--- src/rtl/control_sequencer_pkg.sv ---
// Shared definitions for the Mini SRC hardwired control sequencer:
// state encoding, bus select codes, opcodes, ALU codes and decode helpers.
package ctrl_pkg;

  typedef enum logic [3:0] {
    ST_IDLE,
    ST_T0,
    ST_T1,
    ST_T2,
    ST_T3,
    ST_T4,
    ST_T5,
    ST_T6,
    ST_HALTED
  } state_e;

  // Bus source selects above the register file (0-15 select R0-R15)
  localparam logic [4:0] BUS_ZHI = 5'd18;
  localparam logic [4:0] BUS_ZLO = 5'd19;
  localparam logic [4:0] BUS_PC  = 5'd20;
  localparam logic [4:0] BUS_MDR = 5'd21;

  localparam logic [4:0] OPC_ADD  = 5'h03;
  localparam logic [4:0] OPC_SUB  = 5'h04;
  localparam logic [4:0] OPC_AND  = 5'h05;
  localparam logic [4:0] OPC_OR   = 5'h06;
  localparam logic [4:0] OPC_SHR  = 5'h07;
  localparam logic [4:0] OPC_SHL  = 5'h08;
  localparam logic [4:0] OPC_SHRA = 5'h09;
  localparam logic [4:0] OPC_ROL  = 5'h0A;
  localparam logic [4:0] OPC_ROR  = 5'h0B;
  localparam logic [4:0] OPC_NEG  = 5'h0C;
  localparam logic [4:0] OPC_NOT  = 5'h0D;
  localparam logic [4:0] OPC_MUL  = 5'h0E;
  localparam logic [4:0] OPC_DIV  = 5'h0F;
  localparam logic [4:0] OPC_HALT = 5'h1F;

  localparam logic [3:0] ALU_ADD  = 4'b0000;
  localparam logic [3:0] ALU_SUB  = 4'b0001;
  localparam logic [3:0] ALU_AND  = 4'b0010;
  localparam logic [3:0] ALU_OR   = 4'b0011;
  localparam logic [3:0] ALU_SHR  = 4'b0100;
  localparam logic [3:0] ALU_SHL  = 4'b0101;
  localparam logic [3:0] ALU_SHRA = 4'b0110;
  localparam logic [3:0] ALU_NEG  = 4'b0111;
  localparam logic [3:0] ALU_NOT  = 4'b1000;
  localparam logic [3:0] ALU_ROL  = 4'b1001;
  localparam logic [3:0] ALU_ROR  = 4'b1010;
  localparam logic [3:0] ALU_MUL  = 4'b1011;
  localparam logic [3:0] ALU_DIV  = 4'b1100;

  // Opcode to ALU operation; undefined opcodes never reach T4
  function automatic logic [3:0] op_map(input logic [4:0] opc);
    case (opc)
      OPC_ADD:  return ALU_ADD;
      OPC_SUB:  return ALU_SUB;
      OPC_AND:  return ALU_AND;
      OPC_OR:   return ALU_OR;
      OPC_SHR:  return ALU_SHR;
      OPC_SHL:  return ALU_SHL;
      OPC_SHRA: return ALU_SHRA;
      OPC_ROL:  return ALU_ROL;
      OPC_ROR:  return ALU_ROR;
      OPC_NEG:  return ALU_NEG;
      OPC_NOT:  return ALU_NOT;
      OPC_MUL:  return ALU_MUL;
      OPC_DIV:  return ALU_DIV;
      default:  return ALU_ADD;
    endcase
  endfunction

  // MUL/DIV write a 64-bit result through LO then HI
  function automatic logic is_hilo(input logic [4:0] opc);
    return (opc == OPC_MUL) || (opc == OPC_DIV);
  endfunction

  // Executable opcodes form one contiguous range
  function automatic logic is_defined(input logic [4:0] opc);
    return (opc >= OPC_ADD) && (opc <= OPC_DIV);
  endfunction

endpackage

--- src/rtl/control_sequencer.sv ---
// Hardwired control unit for the Mini SRC datapath: fetch T0-T2, execute T3-T6.
// Optional macro CONTROL_SINGLE_STEP_EN: return to IDLE after each instruction
// and restart only on a rising edge of run.
module control_sequencer
  import ctrl_pkg::*;
#(
  parameter int unsigned IR_W      = 32,
  parameter int unsigned BUS_SEL_W = 5,
  parameter int unsigned ALU_OP_W  = 4,
  parameter int unsigned MEM_TMO   = 15
) (
  input  logic                 clock,
  input  logic                 clear,
  input  logic                 run,
  input  logic                 mem_ready,
  input  logic [IR_W-1:0]      IR,
  output logic                 e_PC,
  output logic                 e_IR,
  output logic                 e_Y,
  output logic                 e_Z,
  output logic                 e_HI,
  output logic                 e_LO,
  output logic                 e_MDR,
  output logic                 e_MAR,
  output logic                 e_GP,
  output logic                 incPC,
  output logic                 MDR_read,
  output logic [ALU_OP_W-1:0]  ALU_op,
  output logic [BUS_SEL_W-1:0] BusDataSelect,
  output logic [3:0]           GP_addr,
  output logic                 instr_done,
  output logic                 halted,
  output logic                 illegal_op,
  output logic                 mem_err
);

  localparam int unsigned CNT_W = (MEM_TMO < 1) ? 1 : $clog2(MEM_TMO + 1);

  state_e             state_q, state_d;
  logic [CNT_W-1:0]   cnt_q, cnt_d;
  logic               mem_err_q, mem_err_d;
  logic               start;

  logic [4:0] opc;
  logic [3:0] ra, rb, rc;
  logic       unused_ir;

  assign opc       = IR[31:27];
  assign ra        = IR[26:23];
  assign rb        = IR[22:19];
  assign rc        = IR[18:15];
  assign unused_ir = ^IR[14:0];

`ifdef CONTROL_SINGLE_STEP_EN
  localparam state_e DONE_NEXT = ST_IDLE;
  logic run_q;

  // Previous run level, for rising-edge start detection
  always_ff @(posedge clock or negedge clear) begin
    if (!clear) run_q <= 1'b0;
    else        run_q <= run;
  end

  assign start = run & ~run_q;
`else
  localparam state_e DONE_NEXT = ST_T0;
  assign start = run;
`endif

  // State, T1 wait counter and sticky memory error
  always_ff @(posedge clock or negedge clear) begin
    if (!clear) begin
      state_q   <= ST_IDLE;
      cnt_q     <= '0;
      mem_err_q <= 1'b0;
    end else begin
      state_q   <= state_d;
      cnt_q     <= cnt_d;
      mem_err_q <= mem_err_d;
    end
  end

  assign mem_err = mem_err_q;

  // Next-state and strobe decode from state and IR fields
  always_comb begin
    state_d       = state_q;
    cnt_d         = cnt_q;
    mem_err_d     = mem_err_q;
    e_PC          = 1'b0;
    e_IR          = 1'b0;
    e_Y           = 1'b0;
    e_Z           = 1'b0;
    e_HI          = 1'b0;
    e_LO          = 1'b0;
    e_MDR         = 1'b0;
    e_MAR         = 1'b0;
    e_GP          = 1'b0;
    incPC         = 1'b0;
    MDR_read      = 1'b0;
    ALU_op        = '0;
    BusDataSelect = '0;
    GP_addr       = '0;
    instr_done    = 1'b0;
    halted        = 1'b0;
    illegal_op    = 1'b0;

    case (state_q)
      ST_IDLE: begin
        if (start) state_d = ST_T0;
      end
      ST_T0: begin
        BusDataSelect = BUS_SEL_W'(BUS_PC);
        e_MAR         = 1'b1;
        incPC         = 1'b1;
        e_Z           = 1'b1;
        state_d       = ST_T1;
      end
      ST_T1: begin
        // PC reload from ZLO repeats harmlessly while waiting on memory
        BusDataSelect = BUS_SEL_W'(BUS_ZLO);
        e_PC          = 1'b1;
        MDR_read      = mem_ready;
        e_MDR         = mem_ready;
        if (mem_ready) begin
          cnt_d   = '0;
          state_d = ST_T2;
        end else if (cnt_q == CNT_W'(MEM_TMO)) begin
          cnt_d     = '0;
          mem_err_d = 1'b1;
          state_d   = ST_IDLE;
        end else begin
          cnt_d = cnt_q + CNT_W'(1);
        end
      end
      ST_T2: begin
        BusDataSelect = BUS_SEL_W'(BUS_MDR);
        e_IR          = 1'b1;
        state_d       = ST_T3;
      end
      ST_T3: begin
        if (opc == OPC_HALT) begin
          state_d = ST_HALTED;
        end else if (!is_defined(opc)) begin
          illegal_op = 1'b1;
          instr_done = 1'b1;
          state_d    = DONE_NEXT;
        end else begin
          BusDataSelect = BUS_SEL_W'(rb);
          e_Y           = 1'b1;
          state_d       = ST_T4;
        end
      end
      ST_T4: begin
        BusDataSelect = BUS_SEL_W'(rc);
        ALU_op        = ALU_OP_W'(op_map(opc));
        e_Z           = 1'b1;
        state_d       = ST_T5;
      end
      ST_T5: begin
        BusDataSelect = BUS_SEL_W'(BUS_ZLO);
        if (is_hilo(opc)) begin
          e_LO    = 1'b1;
          state_d = ST_T6;
        end else begin
          GP_addr    = ra;
          e_GP       = 1'b1;
          instr_done = 1'b1;
          state_d    = DONE_NEXT;
        end
      end
      ST_T6: begin
        BusDataSelect = BUS_SEL_W'(BUS_ZHI);
        e_HI          = 1'b1;
        instr_done    = 1'b1;
        state_d       = DONE_NEXT;
      end
      ST_HALTED: begin
        halted = 1'b1;
      end
      default: begin
        state_d = ST_IDLE;
      end
    endcase
  end

endmodule

--- config.mk ---
export PLATFORM = sky130hd
export DESIGN_NAME = control_sequencer
export DESIGN_NICKNAME = d
export VERILOG_FILES = /design/src/rtl/control_sequencer_pkg.sv /design/src/rtl/control_sequencer.sv
export SDC_FILE = /design/constraint.sdc
export NUM_CORES = 1
export LEC_CHECK = 0
export CAP_MARGIN = 5
export CELL_PAD_IN_SITES_DETAIL_PLACEMENT = 0
export CELL_PAD_IN_SITES_GLOBAL_PLACEMENT = 1
export CORE_ASPECT_RATIO = 0.6
export CORE_MARGIN = 4
export CORE_UTILIZATION = 26
export CTS_BUF_LIST = sky130_fd_sc_hd__clkbuf_8
export CTS_CLUSTER_SIZE = 40
export DETAILED_ROUTE_END_ITERATION = 12
export PLACE_DENSITY = 0.83
export SETUP_SLACK_MARGIN = 0.15
export SLEW_MARGIN = 20
export SYNTH_ARGS = -nofsm -noshare
export SYNTH_HDL_FRONTEND = slang
export SYNTH_SLANG_ARGS = --single-unit
--- constraint.sdc ---
create_clock -name clock -period 2.8 [get_ports clock]
set_input_delay 0.28 -clock clock [delete_from_list [all_inputs] [get_ports clock]]
set_output_delay 0.28 -clock clock [all_outputs]
set_load 0.005 [all_outputs]
==> results.md, run 1 <==
* Status: finished, final reports clean
* Fin nets at 217
* MaxCap Viol Count at 0
* # IOs at 64
* Tightest Hold Check Type: in2async
* Vias at 1093
* Average cell area after synthesis at 7.707 sq um
* Post-DRT Antenna Nets at 0
* Largest net degree at the start of global routing at 15
* Final Hold Viols at 0
* Die Height at 55.15 um
* Port Buffer Count at 48
* Achievable Freq at 399.0 MHz
* Root buf cell: clkbuf_8
* Largest stage delay on the critical path at 0.53 ns
* RR Endpoint: cnt_q[3]$_DFFE_PN0P_
* Avg WL per Cell at 14.11 um
* R2r setup slk at 1.18 ns
* Setup crit start kind: input pin
* Bufs on Longest Clock Path at 2
* Die width at 86.59 um
* Worst Path Arrival at 2.23 ns
* Worst-Margin Slew at 0.4378 ns
* # diodes at 0
* Relative slew slack at 70.54%
* Top layer in use: met4
* Syn_nets at 166
* Final setup violation count at 0
* Layout cell share with drive strength beyond 1 at 13.71%
* Post-DP HPWL at 2434 um
* Post-Syn Instances at 125
* Net Sw Frac at 40.65%
* DR iter-0 viols at 99
* Flop pwr share at 26.1%
* Fill cells at 337
* Placer congestion estimate at 0.8004
* Final slew viol count at 0
* Vias per cell at 4.968
* Num CTS Buffers at 3
* Dominant synthesized flop cell: dfrtp_1
* Crit-path most repeated cell: clkdlybuf4s50_1
* Internal power component at 0.0006288 W
* RSZ-0062 raised after global routing: true
* DRT met1 WL at 1461 um
* Initial Util at 28.31%
* Clock Sinks at 9
* CP delay by family, top: buffers and inverters
* Fin Clk Skew at 0.002517 ns
* DRC at 0
* GRT Total Usage at 13.25%
* Setup crit end kind: output pin
* Met3 wire length at 249 um
* NetSw at 0.0004307 W
* Cell area after layout at 0.001560 sq mm
* Synth cell types at 44
* Placeable core area at 0.003403 sq mm
* Worst-Skew Late Latency at 0.23 ns
* Post-Syn Area at 963.4 sq um
* TritonCTS clock tree: yes
* Sequential share of the synthesized area at 23.38%
* GR Overflow Total at 0
* H-tree Lvls at 1
* Worst VDD drop at 387.7 uV
* R2R cell count at 3
* CP required at 2.52 ns
* Worst path cell trace: clkdlybuf4s50_1 > a211o_1 > a21oi_1 > or4b_1 > a211oi_2 > clkdlybuf4s50_1
* Final wirelength at 3104 um
* CP Max Fanout at 4
* Critical path class: in2out
* Vias in the first global route at 1086
* Initial antenna violation count at 0
* Slowest CP cell: clkdlybuf4s50_1
* Total power divided by cell area at 679.0 mW/mm^2
* First-pass GRT wire length at 5043 um
* YS warnings at 0
* 1st-pass router iterations at 4
* Number of flops mapped to enable cells by yosys at 0
* Launch point of the worst reg-to-reg path: state_q[0]$_DFFE_PN0P_
* Synthesis-to-finish area growth at 61.95%
* Comb pwr share at 59.8%
* Leak at 0.6657 nW
* Post-DP Area at 0.001500 sq mm
* Clock-pin slew on the worst setup and hold paths at 0.05 ns
* Min Clock Period, post-route at 2.506 ns
* Clock power share at 14.0%
* Met2 WL at 1381 um
* Async SR Flop Fraction at 100.0%
* Worst path bufs/invs at 2
* Crit share post-route at 89.51%
* Floorplan row count at 16
* Flops & latches, synth at 9
* Post-CTS Setup Bufs at 0
* Setup TNS at 0 ns
* Die footprint at 0.004775 sq mm
## area by class of cell
type	count	area [sq um]	share of cell area [%]
clock buffer	3	41.29	2.646
clock inverter	1	3.754	0.2406
inverter	7	26.28	1.684
multi-input combinational	99	664.4	42.58
sequential	9	227.7	14.59
tap	45	56.30	3.609
timing repair buffer	56	540.5	34.64
## power by group through the flow
stage,Combinational (W),Clock (W),Sequential (W)
after floorplan,0.000370,0,0.000210
after global placement,0.000607,0,0.000268
after detailed placement,0.000616,0,0.000271
after CTS,0.000631,0.000150,0.000272
after global routing,0.000697,0.000155,0.000289
final,0.000634,0.000149,0.000277
## kinds of logic (layout without fill, tap and decap cells)
| family | Yosys count | in the layout | synth area share [%] |
|---|---|---|---|
| simple gates | 60 | 60 | 34.16 |
| compound gates | 31 | 31 | 23.77 |
| buf+inv | 17 | 67 | 8.960 |
| flops | 9 | 9 | 23.38 |
| fa+ha+maj | 5 | 5 | 6.494 |
| mux | 3 | 3 | 3.247 |
## state kept, by name, indices dropped and copies added (netlist names)
signal	count
mem_err	1
cnt_q	4
state_q	4
## cell usage after synthesis, types with 3 or more instances
cell type	instances	area, sq um
clkbuf_1	3	11.26
nand2b_1	3	18.77
a21o_1	3	22.52
a21oi_1	7	35.03
inv_1	6	22.52
nand2_1	10	37.54
nor2_1	19	71.32
dfrtp_1	9	225.2
and2_1	4	25.02
ha_1	5	62.56
nor3_1	6	30.03
buf_4	3	22.52
buf_2	3	15.01
## routing by layer
layer,GRT usage [%],vias to the layer above
met1,17.37,493
met5,0,-
met4,2.332,0
met3,2.071,2
li1,-,549
met2,23.73,49
## worst max-delay path by stage
stage                           start          endpoint  slack [ns]  depth (start not counted)
2_1_floorplan  state_q[0]$_DFFE_PN0P_             e_MDR        1.19                          4
3_3_place_gp                   IR[28]  BusDataSelect[3]        0.13                          6
3_5_place_dp                   IR[28]  BusDataSelect[3]        0.08                          6
4_1_cts                        IR[29]  BusDataSelect[3]        0.17                          6
5_1_grt        state_q[0]$_DFFE_PN0P_  BusDataSelect[2]        0.15                          6
6_report                       IR[30]  BusDataSelect[3]        0.29                          6
## through the flow
stage                     util (%)  setup WS [ns]  cells  hold slack [ns]  total power [W]
after global placement       44.08         0.1301    216           0.4625        0.0008750
after floorplan                  -          1.192    125         -0.01559        0.0005798
after detailed placement     44.08        0.08415    216           0.4618        0.0008870
final                        45.85         0.2938    220           0.3425         0.001059
after CTS                    45.59         0.1734    220           0.3542         0.001053
after global routing         45.85         0.1467    220           0.3787         0.001141
## timing repair
action,4_1_cts,5_1_grt
hold buffers,0,0
gates resized for setup,4,4
endpoints found under the setup margin,6,9
## placed cells by master (no fill, tap or decap), types with 3 or more instances in the layout
| master | n |
|---|---|
| clkdlybuf4s50_1 | 45 |
| nor2_1 | 19 |
| nand2_1 | 10 |
| buf_4 | 8 |
| inv_1 | 7 |
| a21oi_1 | 7 |
| dfrtp_1 | 7 |
| nor3_1 | 6 |
| and2_1 | 4 |
| ha_1 | 4 |
| nand2b_1 | 3 |
| a21o_1 | 3 |
| clkbuf_8 | 3 |
(Power assumes the default switching activity.)
==> run 2, diff against run 1 <==
--- a/config.mk
+++ b/config.mk
@@ -15,7 +15,7 @@
 export CTS_CLUSTER_SIZE = 40
 export DETAILED_ROUTE_END_ITERATION = 12
 export PLACE_DENSITY = 0.83
-export SETUP_SLACK_MARGIN = 0.15
+export SETUP_SLACK_MARGIN = 0.3
 export SLEW_MARGIN = 20
 export SYNTH_ARGS = -nofsm -noshare
 export SYNTH_HDL_FRONTEND = slang
==> constraint.sdc (replaced) <==
create_clock -name clock -period 2.8 [get_ports clock]
set_input_delay 0.84 -clock clock [delete_from_list [all_inputs] [get_ports clock]]
set_output_delay 0.84 -clock clock [all_outputs]
set_load 0.005 [all_outputs]
==> run 2 against run 1 <==
  * The flow now finishes with violations (negative setup slack)
  * Clock skew fell by 0.0020 ns
  * Setup slack got worse by 0.46 ns
  * Wire length rose by 16%
  * Critical endpoint is now GP_addr[0]
  * Largest cell class unchanged
==> results.md, run 2 (same netlist as run 1, synthesis figures left out) <==
* Layout cell share with drive strength beyond 1 at 50.24% (+37 points)
* Pre-CTS setup slack at -0.9975 ns (-1.082 ns)
* Largest net degree at the start of global routing at 12 (-3)
* # IOs at 64 (unchanged)
* Worst VDD drop at 409.3 uV (+5.6%)
* Status: complete, but fails checks
* Worst-Margin Slew at 0.5511 ns (+0.1133 ns)
* Final slew viol count at 0 (unchanged)
* CP required at 1.96 ns (-0.56 ns)
* MaxCap Viol Count at 0 (unchanged)
* Crit share post-route at 106.0% (+17 points)
* Worst Hold Slack at 0.4751 ns (+0.1326 ns)
* 1st-pass router iterations at 4 (unchanged)
* Floorplan row count at 16 (unchanged)
* Die Height at 55.15 um (unchanged)
* Clock Sinks at 9 (unchanged)
* Fin util at 56.18% (+10 points)
* Vias per cell at 4.960 (-0.16%)
* Worst-Skew Late Latency at 0.23 ns (about the same)
* DRC at 0 (unchanged)
* Post-DP HPWL at 2588 um (+6.3%)
* Final setup violation count at 15 (+15)
* Final Hold Viols at 0 (unchanged)
* NetSw at 0.0004948 W (+15%)
* RSZ-0062 raised after global routing: true
* Slowest CP cell: or3_4
* Initial antenna violation count at 0 (unchanged)
* Worst path cell trace: buf_8 > buf_6 > inv_8 > ha_4 > nor2_2 > or3_4 > nor3b_4 > buf_4 > and2_1 > buf_2
* Worst Path Arrival at 2.13 ns (-0.10 ns)
* Most frequent cells in the layout: buf_4 (28), clkdlybuf4s50_1 (15), buf_6 (14), buf_2 (14), nor2_1 (13)
* Commonest non-fill, non-tap cell in the layout: buf_4
* First-pass GRT wire length at 5754 um (+14%)
* Vias in the first global route at 1250 (+15%)
* Tightest Hold Check Type: reg2reg
* Internal power component at 0.0007046 W (+12%)
* Critical path class: in2out
* Achievable Freq at 336.9 MHz (-16%)
* Placed Instances at 229 (+6.0%)
* Total power divided by cell area at 627.4 mW/mm^2 (-7.6%)
* Port Buffer Count at 48 (unchanged)
* Initial Util at 28.31% (unchanged)
* GRT Total Usage at 15.25% (+2.0 points)
* Final wirelength at 3604 um (+16%)
* Num CTS Buffers at 3 (unchanged)
* Root buf cell: clkbuf_8
* Fin nets at 247 (+14%)
* Post-DRT Antenna Nets at 0 (unchanged)
* Final WS setup at -0.1686 ns (-0.4624 ns)
* TritonCTS clock tree: yes
* Die width at 86.59 um (unchanged)
* # diodes at 0 (unchanged)
* Largest stage delay on the critical path at 0.33 ns (-0.20 ns)
* Setup crit start kind: input pin
* DR iter-0 viols at 56 (-43%)
* Placeable core area at 0.003403 sq mm (unchanged)
* Die footprint at 0.004775 sq mm (unchanged)
* Bufs on Longest Clock Path at 2 (unchanged)
* H-tree Lvls at 1 (unchanged)
* Min Clock Period, post-route at 2.969 ns (+0.4624 ns)
* Clock-pin slew on the worst setup and hold paths at 0.04 ns (about the same)
* Fin Clk Skew at 0.0005421 ns (-0.001975 ns)
* Placer congestion estimate at 0.8157 (+1.9%)
* Net Sw Frac at 41.25% (+0.60 points)
* Flop pwr share at 18.8% (-7.3 points)
* Comb pwr share at 69.0% (+9.2 points)
* GR Overflow Total at 0 (unchanged)
* Relative slew slack at 62.92% (-7.6 points)
* Synthesis-to-finish area growth at 98.44%
* Failing checks: negative setup slack
* Avg WL per Cell at 14.42 um (+2.2%)
* Vias at 1240 (+13%)
* CP Max Fanout at 5 (+1)
* Leak at 0.9685 nW (+45%)
* Final cell count without fillers at 250 (+14%)
* Setup crit end kind: output pin
* Setup TNS at -1.101 ns (-1.101 ns)
* Clock power share at 12.2% (-1.8 points)
==> run 2: changes by cell type in the layout (fill, tap and decap cells not counted), moves of 4 or more <==
| cell | delta |
|---|---|
| buf_4 | +20 |
| buf_6 | +14 |
| buf_2 | +14 |
| nor2_2 | +6 |
| dlymetal6s2s_1 | +4 |
| nor2_1 | -6 |
| clkdlybuf4s50_1 | -30 |
==> run 2: layout make-up <==
type	instances	area, sq um
timing repair buffer	86	757.0
clock buffer	3	41.29
clock inverter	1	3.754
tap	45	56.30
multi-input combinational	99	790.8
sequential	9	229.0
inverter	7	33.78
fill	290	1491
==> run 2: critical path, delay by kind of cell <==
kind          cells  cell delay (ns)
simple gates      4             0.66
buf+inv           5             0.53
fa+ha+maj         1             0.11
==> run 2: metrics by stage <==
step | total power, W | area [sq um]
3_5_place_dp | 0.0009631 | 1648
3_3_place_gp | 0.0009509 | 1648
4_1_cts | 0.001142 | 1818
6_report | 0.001199 | 1912
2_1_floorplan | 0.0005931 | 1015
5_1_grt | 0.001308 | 1912
==> run 2: final timing paths <==
path	start	end	slack [ns]	cells after the start
max in group asynchronous	clear	state_q[3]$_DFFE_PN0P_	1.53	1
min in group asynchronous	clear	mem_err$_DFFE_PN0P_	0.93	1
max reg2reg	state_q[2]$_DFFE_PN0P_	cnt_q[3]$_DFFE_PN0P_	1.18	5
min reg2reg	mem_err$_DFFE_PN0P_	mem_err$_DFFE_PN0P_	0.48	1
min	mem_err$_DFFE_PN0P_	mem_err$_DFFE_PN0P_	0.48	1
max	IR[27]	GP_addr[0]	-0.17	10
==> run 2: power groups by stage <==
stage	combinational, W	sequential (W)	clock [W]
6_report	0.000827	0.000226	0.000147
3_3_place_gp	0.000720	0.000231	0
5_1_grt	0.000916	0.000233	0.000158
2_1_floorplan	0.000383	0.000210	0
3_5_place_dp	0.000730	0.000233	0
4_1_cts	0.000773	0.000219	0.000150
==> run 2: repair_timing <==
action,in CTS,in global routing
pin swaps,10,8
gates resized for setup,131,15
hold buffers,0,0
buffers inserted,11,6
setup endpoints to repair,25,21
==> run 2: layer usage <==
layer / vias to the layer above / routed length, um / track usage (%)
met3: 4 / 278 / 3.994
met5: - / 0 / 0
li1: 605 / - / -
met4: 0 / 37 / 3.109
met1: 579 / 1661 / 19.61
met2: 52 / 1626 / 26.27
